<file path="config.mk">
export PLATFORM = sky130hd
export DESIGN_NAME = qs_fifo_flex
export DESIGN_NICKNAME = d
export VERILOG_FILES = /design/src/rtl/qs_fifo_flex.sv
export SDC_FILE = /design/constraint.sdc
export NUM_CORES = 1
export LEC_CHECK = 0
export CORE_UTILIZATION = 49
export CTS_BUF_LIST = sky130_fd_sc_hd__clkbuf_16
export DETAILED_ROUTE_END_ITERATION = 10
export PLACE_DENSITY = 0.71
export SYNTH_ARGS = -nofsm -noshare
export SYNTH_HDL_FRONTEND = slang
export SYNTH_SLANG_ARGS = --single-unit
</file>
<file path="constraint.sdc">
create_clock -name clk -period 2.1 [get_ports clk]
set_input_delay 0.525 -clock clk [delete_from_list [all_inputs] [get_ports clk]]
set_output_delay 0.525 -clock clk [all_outputs]
set_load 0.01 [all_outputs]
</file>
<file path="src/rtl/qs_fifo_flex.sv">
// qs_fifo_flex: parametrised single-clock FIFO with fill count, programmable
// almost-full / almost-empty levels and sticky overflow / underflow flags.
// DEPTH need not be a power of two; pointers wrap explicitly at DEPTH-1.
//
// Ports
//   clk             rising-edge clock for all state
//   reset           synchronous reset, active low
//   push_i          push request; push_data_i written when accepted
//   pop_i           pop request
//   pop_data_o      read data: registered (FWFT=0) or head entry (FWFT=1)
//   empty_o         count == 0
//   full_o          count == DEPTH
//   almost_empty_o  count <= AE_LVL
//   almost_full_o   count >= AF_LVL
//   count_o         number of stored entries
//   clr_err_i       clears the sticky error flags
//   overflow_o      sticky: push seen while full and not accepted
//   underflow_o     sticky: pop seen while empty
module qs_fifo_flex #(
    parameter int unsigned DATA_W = 8,
    parameter int unsigned DEPTH  = 5,
    parameter int unsigned AF_LVL = 4,
    parameter int unsigned AE_LVL = 1,
    parameter bit          FWFT   = 1'b0,
    localparam int unsigned CNT_W = $clog2(DEPTH + 1)
) (
    input  logic              clk,
    input  logic              reset,
    input  logic              push_i,
    input  logic [DATA_W-1:0] push_data_i,
    input  logic              pop_i,
    output logic [DATA_W-1:0] pop_data_o,
    output logic              empty_o,
    output logic              full_o,
    output logic              almost_empty_o,
    output logic              almost_full_o,
    output logic [CNT_W-1:0]  count_o,
    input  logic              clr_err_i,
    output logic              overflow_o,
    output logic              underflow_o
);

    localparam int unsigned PTR_W = (DEPTH > 1) ? $clog2(DEPTH) : 1;

    localparam logic [PTR_W-1:0] LAST_PTR = PTR_W'(DEPTH - 1);
    localparam logic [CNT_W-1:0] DEPTH_C  = CNT_W'(DEPTH);
    localparam logic [CNT_W-1:0] AF_C     = CNT_W'(AF_LVL);
    localparam logic [CNT_W-1:0] AE_C     = CNT_W'(AE_LVL);

    logic [DATA_W-1:0] mem [DEPTH];

    logic [PTR_W-1:0] wr_ptr_q, wr_ptr_d;
    logic [PTR_W-1:0] rd_ptr_q, rd_ptr_d;
    logic [CNT_W-1:0] count_q, count_d;
    logic             overflow_q, overflow_d;
    logic             underflow_q, underflow_d;

    logic empty, full;
    logic pop_acc, push_acc;

    // Status is decoded only from registered count, so no request input
    // reaches a status output combinationally.
    assign empty = (count_q == '0);
    assign full  = (count_q == DEPTH_C);

    // A push while full is accepted only when a pop frees the slot this cycle.
    assign pop_acc  = pop_i & ~empty;
    assign push_acc = push_i & (~full | pop_acc);

    function automatic logic [PTR_W-1:0] ptr_inc(input logic [PTR_W-1:0] p);
        return (p == LAST_PTR) ? '0 : p + PTR_W'(1);
    endfunction

    always_comb begin
        wr_ptr_d    = wr_ptr_q;
        rd_ptr_d    = rd_ptr_q;
        count_d     = count_q;
        overflow_d  = overflow_q;
        underflow_d = underflow_q;

        if (push_acc) begin
            wr_ptr_d = ptr_inc(wr_ptr_q);
        end
        if (pop_acc) begin
            rd_ptr_d = ptr_inc(rd_ptr_q);
        end

        unique case ({push_acc, pop_acc})
            2'b10:   count_d = count_q + CNT_W'(1);
            2'b01:   count_d = count_q - CNT_W'(1);
            default: count_d = count_q;
        endcase

        // Clear first so that an error event in the same cycle wins.
        if (clr_err_i) begin
            overflow_d  = 1'b0;
            underflow_d = 1'b0;
        end
        if (push_i & full & ~pop_acc) begin
            overflow_d = 1'b1;
        end
        if (pop_i & empty) begin
            underflow_d = 1'b1;
        end
    end

    always_ff @(posedge clk) begin
        if (!reset) begin
            wr_ptr_q    <= '0;
            rd_ptr_q    <= '0;
            count_q     <= '0;
            overflow_q  <= 1'b0;
            underflow_q <= 1'b0;
        end else begin
            wr_ptr_q    <= wr_ptr_d;
            rd_ptr_q    <= rd_ptr_d;
            count_q     <= count_d;
            overflow_q  <= overflow_d;
            underflow_q <= underflow_d;
        end
    end

    // Storage is deliberately not reset; count/pointers define validity.
    always_ff @(posedge clk) begin
        if (reset && push_acc) begin
            mem[wr_ptr_q] <= push_data_i;
        end
    end

    generate
        if (FWFT) begin : g_fwft
            // Head entry straight from storage; a fresh write shows up only
            // after the edge that stores it (no bypass).
            assign pop_data_o = mem[rd_ptr_q];
        end else begin : g_reg
            logic [DATA_W-1:0] pop_data_q;

            always_ff @(posedge clk) begin
                if (!reset) begin
                    pop_data_q <= '0;
                end else if (pop_acc) begin
                    pop_data_q <= mem[rd_ptr_q];
                end
            end

            assign pop_data_o = pop_data_q;
        end
    endgenerate

    assign empty_o        = empty;
    assign full_o         = full;
    assign almost_empty_o = (count_q <= AE_C);
    assign almost_full_o  = (count_q >= AF_C);
    assign count_o        = count_q;
    assign overflow_o     = overflow_q;
    assign underflow_o    = underflow_q;

endmodule
</file>
Yosys cells after proc, flatten, opt, wreduce, memory -nomap -nowiden
Memory sizes are Yosys's and may differ from the RTL's. A register that Yosys moved wholly into a read port is not among the register bits.
Cells that the tools add are included.
- bits in latches: 0
- memory bits (writable): 40
- bits of input ports: 13
- logic and storage cells: 40
- output and inout bits: 17
- ROM bits: 0
- memories: 1
- bits in registers: 11
- add/sub/neg operators: 4
- $lt $le $gt $ge: 2
- shift operators: 0
- div/mod/pow operators: 0
- reductions and logical operators: 6
- muxes and demuxes: 8
- eq/ne operators: 5
- bitwise operators: 9
- $mul: 0
- memories (name ; words ; width ; rd ports ; clocked after memory_dff ; write ports ; line ; text):
    mem ; 5 ; 8 ; 1 ; 1 ; 1 ; 50 ; logic [DATA_W-1:0] mem [DEPTH];
- operators by type and width (cell ; count):
    $add A3 B1 Y3 const B ; 3
    $eq A3 B3 Y1 const B ; 3
    $mux W3 ; 2
    $pmux W3 S2 ; 1
    $reduce_bool A2 Y1 ; 3
    $and A1 B1 Y1 ; 5
    $mux W1 ; 5
    $ge A3 B3 Y1 const B ; 1
    $le A3 B1 Y1 const B ; 1
    $logic_not A3 Y1 ; 1
    $not A1 Y1 ; 3
    $sub A3 B1 Y3 const B ; 1
    $eq A2 B1 Y1 const B ; 1
    $eq A2 B2 Y1 const B ; 1
    $logic_and A1 B1 Y1 ; 1
    $logic_not A1 Y1 ; 1
    $or A1 B1 Y1 ; 1

Longest topological paths before layout
- depth in word-level cells: 8
- depth in mapped cells: 7

Worst setup path after synthesis
OpenSTA, ideal clock, no wires.
- path kind: flip-flop to flip-flop
- start: register count_q[1] (netlist: count_o[1])
- end: memory mem[4][0], enable pin
- clock period less this slack: 2.245 ns
- path buffers: 0
- data required time: 1.705 ns
- cell stages (with the launch flop): 6
- setup time: 0.395 ns
- setup slack: -0.145 ns
- arrival: 1.850 ns
- path through: dfxtp_1 -> inv_1 -> ha_1 -> nand3b_2 -> nand2_2 -> nor4_1
- longest elaborated chain between the ends: 8
- elaborated cells between the ends (all ways): 10
- ends and longest elaborated chain (item ; line ; text):
    from (decl) ; 54 ; logic [CNT_W-1:0] count_q, count_d;
    from (signal assigned) ; 117 ; count_q <= count_d;
    $logic_not A3 Y1 ; 63 ; assign empty = (count_q == '0);
    $not A1 Y1 ; 67 ; assign pop_acc = pop_i & ~empty;
    $and A1 B1 Y1 ; 67 ;
    $or A1 B1 Y1 * ; 68 ; assign push_acc = push_i & (~full | pop_acc);
    $and A1 B1 Y1 * ; 68 ;
    $logic_and A1 B1 Y1 * ; 125 ; if (reset && push_acc) begin
    $mux W1 * ; 125 ;
    $mux W1 (not written as such) * ; 126 ; mem[wr_ptr_q] <= push_data_i;
    to (decl) ; 50 ;
Every way passes the cells marked *; elsewhere a longest branch is shown, timed or not.

Worst setup path in the final report
- start: register count_q[0] (netlist: count_o[0])
- end: output port empty_o
- longest elaborated chain between the ends: 1
- ends and longest elaborated chain (item ; line ; text):
    $logic_not A3 Y1 ; 63 ;
    to (decl) ; 33 ; output logic empty_o,
No other way between the ends.

==> results.ini <==
[setup_path]
rrSetupSlack_ns = 0.36
reg2regPathDepth = 6
launching_element_type_of_the_critical_path = register
critical_path_arrival_ns = 1.48
crit_path_buf_inv_count = 2
cp_max_delay_cell = sky130_fd_sc_hd__dfxtp_2
cp_num_cells = 4
crit_family = buffers and inverters
worstPathRequired_ns = 1.57
crit_path_max_incr_delay_ns = 0.35
timing.critical_path.cells = inv_1 -> ha_1 -> nor2b_4 -> dlygate4sd2_1
cp_max_fo = 5
setup.worst_path.end_class = output port
timing.setup.critical_path_class = reg -> out

[clock_network]
clkSlewWorstSetupHoldPaths_ns = 0.05
tritoncts_clock_tree = built
tritoncts_num_sinks = 59
cts_root_buf = sky130_fd_sc_hd__clkbuf_16
cts_hold_buf = 0
cts_post_setup_buffers_inserted = 0
htree_num_levels = 3
cts.path.max_buffers = 2
clock_insertion_delay_worst_skew_ns = 0.33
cts_made_buffers = 9

[status]
run_status = finished, final reports clean

[route]
drt_pre_antenna_iters = 4
dr_total_vias = 1701
avgRoutedWirePerCell_microns = 17.2
route.final.wire_length_mm = 5.52
postRouteAntennaNets = 0
drc_errors = 0
dr.first_iter.drc_count = 119
avgViaCountPerCell = 5.30

[global_route]
via_count_of_the_first_global_routing_pass = 1624
globalRoute.totalOverflow = 0
grt.total_usage = 0.231
grt_start_max_net_pins = 21
antenna_violations_before_repair = 0
first_pass_grt_wire_length_mm = 8.50

[logic_synthesis]
synth_compound_gate_area_share = 0.0910
post_synth_xor_area_fraction = 0
synth_top_family_by_area = simple AND/OR/NAND/NOR gates
synthesis.area_per_instance_sq_um = 12.2
yosys.area_share.adder = 0.0396
synth.ff_latch_count = 59
synth.cells.most_frequent = sky130_fd_sc_hd__edfxtp_1 (40), sky130_fd_sc_hd__nor2_1 (20), sky130_fd_sc_hd__dfxtp_1 (19), sky130_fd_sc_hd__mux2i_1 (19), sky130_fd_sc_hd__nand2_1 (19)
yosysWarnings = 0
asyncSetResetFlopFracSynth = 0
post_synth_instance_area_sq_um = 2530
post-synth-top-count-cell = sky130_fd_sc_hd__edfxtp_1
netlist_instances = 207
yosys-top-cells-area = sky130_fd_sc_hd__edfxtp_1 (47%), sky130_fd_sc_hd__dfxtp_1 (15%), sky130_fd_sc_hd__mux2i_1 (7.5%), sky130_fd_sc_hd__ha_1 (4.0%), sky130_fd_sc_hd__nor2_1 (3.0%)
yosys-mux-area-fraction = 0.0752
post-synth-top-area-cell = sky130_fd_sc_hd__edfxtp_1
synth_largest_type_area_fraction = 0.475
yosysSeqAreaShare = 0.625
synth_enable_flop_cells = 40
synth_simple_gate_area_frac = 0.126
prevailing_post_synth_register_cell = sky130_fd_sc_hd__edfxtp_1
post_synth_num_cell_types = 38
syn_nets = 228

[hold_path]
hold_path_depth = 2
hp-class = reg -> reg

[timing]
clock.fmax_mhz = 499
timing.slew.headroom = 0.713
finClkSkew_ns = 0.00770
final_max_slew_viol_count = 0
max_slew.worst_pin.slew_ns = 0.430
rsz0062_at_grt = false
setup_viol_count_final = 0
shortest_clock_period_the_worst_path_allows_after_layout_ns = 2.00
timing.final.hold_violations = 0
layout_worst_path_cycle_share = 0.955

[die]
dieWidth_microns = 73.9
die_area_sq_um = 5450
design.portCount = 30
die-height_microns = 73.9
placementRows = 25
placeableCoreArea_sq_um = 4850
start_util = 0.522

[final_layout]
final-instance-count-excl-fill = 321
flow.area_growth_from_synthesis_pct = 30.9
num-nets-final = 270
final_core_utilization = 0.683
antenna_cells_inserted = 0
share_of_final_layout_standard_cells_stronger_than_drive_strength_1 = 0.161

[pwr]
comb_power_share = 0.210
p_sw_frac = 0.259
share_clk_of_total_power = 0.432
finalPower_mw = 3.92
p_int_mw = 2.90
vdd_drop_max_mv = 0.697
power.share.sequential = 0.358
power-per-cell-area_nw_per_um2 = 1180
static-leakage-power_nw = 1.21
net_switching_mw = 1.02

[place]
buffer_ports.inserted = 29
place.gp.congestion = 0.874
dpl.cell_count = 305
dp.final_hpwl_mm = 3.77

[job]
max_cap_viol_count = 0

[cells in the final DEF, fill, tap and decap left out, types with 2 or more instances in the layout]
cell type,netlist,final
sky130_fd_sc_hd__o221ai_1,8,8
sky130_fd_sc_hd__nor2_1,20,20
sky130_fd_sc_hd__buf_4,2,14
sky130_fd_sc_hd__a31oi_1,2,2
sky130_fd_sc_hd__clkdlybuf4s50_1,0,27
sky130_fd_sc_hd__and2_1,2,2
sky130_fd_sc_hd__o21ai_0,11,11
sky130_fd_sc_hd__a21oi_1,2,2
sky130_fd_sc_hd__a21boi_0,3,3
sky130_fd_sc_hd__mux2i_1,19,19
sky130_fd_sc_hd__nand3_1,4,4
sky130_fd_sc_hd__bufinv_16,0,3
sky130_fd_sc_hd__inv_1,10,9
sky130_fd_sc_hd__clkbuf_16,0,9
sky130_fd_sc_hd__nor3_1,7,7
sky130_fd_sc_hd__clkinv_4,0,3
sky130_fd_sc_hd__dfxtp_2,0,2
sky130_fd_sc_hd__dfxtp_1,19,17
sky130_fd_sc_hd__a21boi_1,2,2
sky130_fd_sc_hd__ha_1,8,7
sky130_fd_sc_hd__nor2b_1,3,3
sky130_fd_sc_hd__nand2_1,19,19
sky130_fd_sc_hd__edfxtp_1,40,40
[kinds of logic (layout without fill, tap and decap cells)]
| family | count (synthesis) | count (layout) |
|---|---|---|
| AO/OA/AOI/OAI | 33 | 33 |
| flip-flops | 59 | 59 |
| buffers and inverters | 22 | 69 |
| multiplexers | 19 | 19 |
| AND/OR/NAND/NOR | 66 | 66 |
| adder cells (fa/ha/maj) | 8 | 8 |
[metrics by stage]
stage / hold slack [ns] / setup WS (ns) / setup TNS [ns] / cell area (sq um)
after floorplan: 0.479 / 0.0466 / 0 / 2540
after global placement: 0.493 / 0.00214 / 0 / 2940
after detailed placement: 0.496 / -0.0118 / -0.180 / 2940
after CTS: 0.513 / 0.0246 / 0 / 3310
after global routing: 0.535 / 0.0259 / 0 / 3310
final: 0.505 / 0.0953 / 0 / 3310
[what timing repair did]
action                     in CTS  in global routing
pin swaps                       0                  0
resized for setup               6                  1
hold endpoints to repair        0                  0
gates cloned                    0                  0
setup endpoints to repair       2                  1
[area by class of cell]
type	instances	area [sq um]
Fill cell	353	1540
Clock inverter	7	125
Sequential cell	59	1580
Clock buffer	9	225
Timing Repair Buffer	43	397
Multi-Input combinational cell	126	858
Tap cell	67	83.8
Inverter	10	37.5
[metal layers]
layer  track usage  vias up  wire (microns)
met4        0.0983        0              55
li1              -      832               -
met2         0.369       52            2620
met3        0.0631        6             263
met1         0.298      811            2570
met5             0        -               0
[worst register-to-register path: stages, from the launching register on]
cell and delay (ns):
sky130_fd_sc_hd__dfxtp_2 0.35, sky130_fd_sc_hd__inv_1 0.10, sky130_fd_sc_hd__ha_1 0.21, sky130_fd_sc_hd__nor2b_4 0.21
sky130_fd_sc_hd__or2b_1 0.39, sky130_fd_sc_hd__nor3_1 0.08, sky130_fd_sc_hd__o31a_1 0.28
[power by group through the flow]
stage          registers, mW  logic (mW)  clock network [mW]
6_report                1.40       0.825                1.69
5_1_grt                 1.41       0.906                1.76
4_1_cts                 1.40       0.827                1.72
3_5_place_dp            1.42       0.818                   0
3_3_place_gp            1.42       0.813                   0
2_1_floorplan           1.43       0.471                   0
[state kept, by name, summed over array words and instances, names as in the netlist]
name,count
overflow_o,1
pop_data_o,8
underflow_o,1
mem,40
wr_ptr_q,3
rd_ptr_q,3
count_o,3
[final timing paths]
kind                                  from         end
worst min-delay path            count_o[0]  count_o[0]
worst min register to register  count_o[0]  count_o[0]
worst max register to register  count_o[0]  count_o[1]
worst max-delay path            count_o[0]     empty_o
Power figures use the tool's default switching activity.
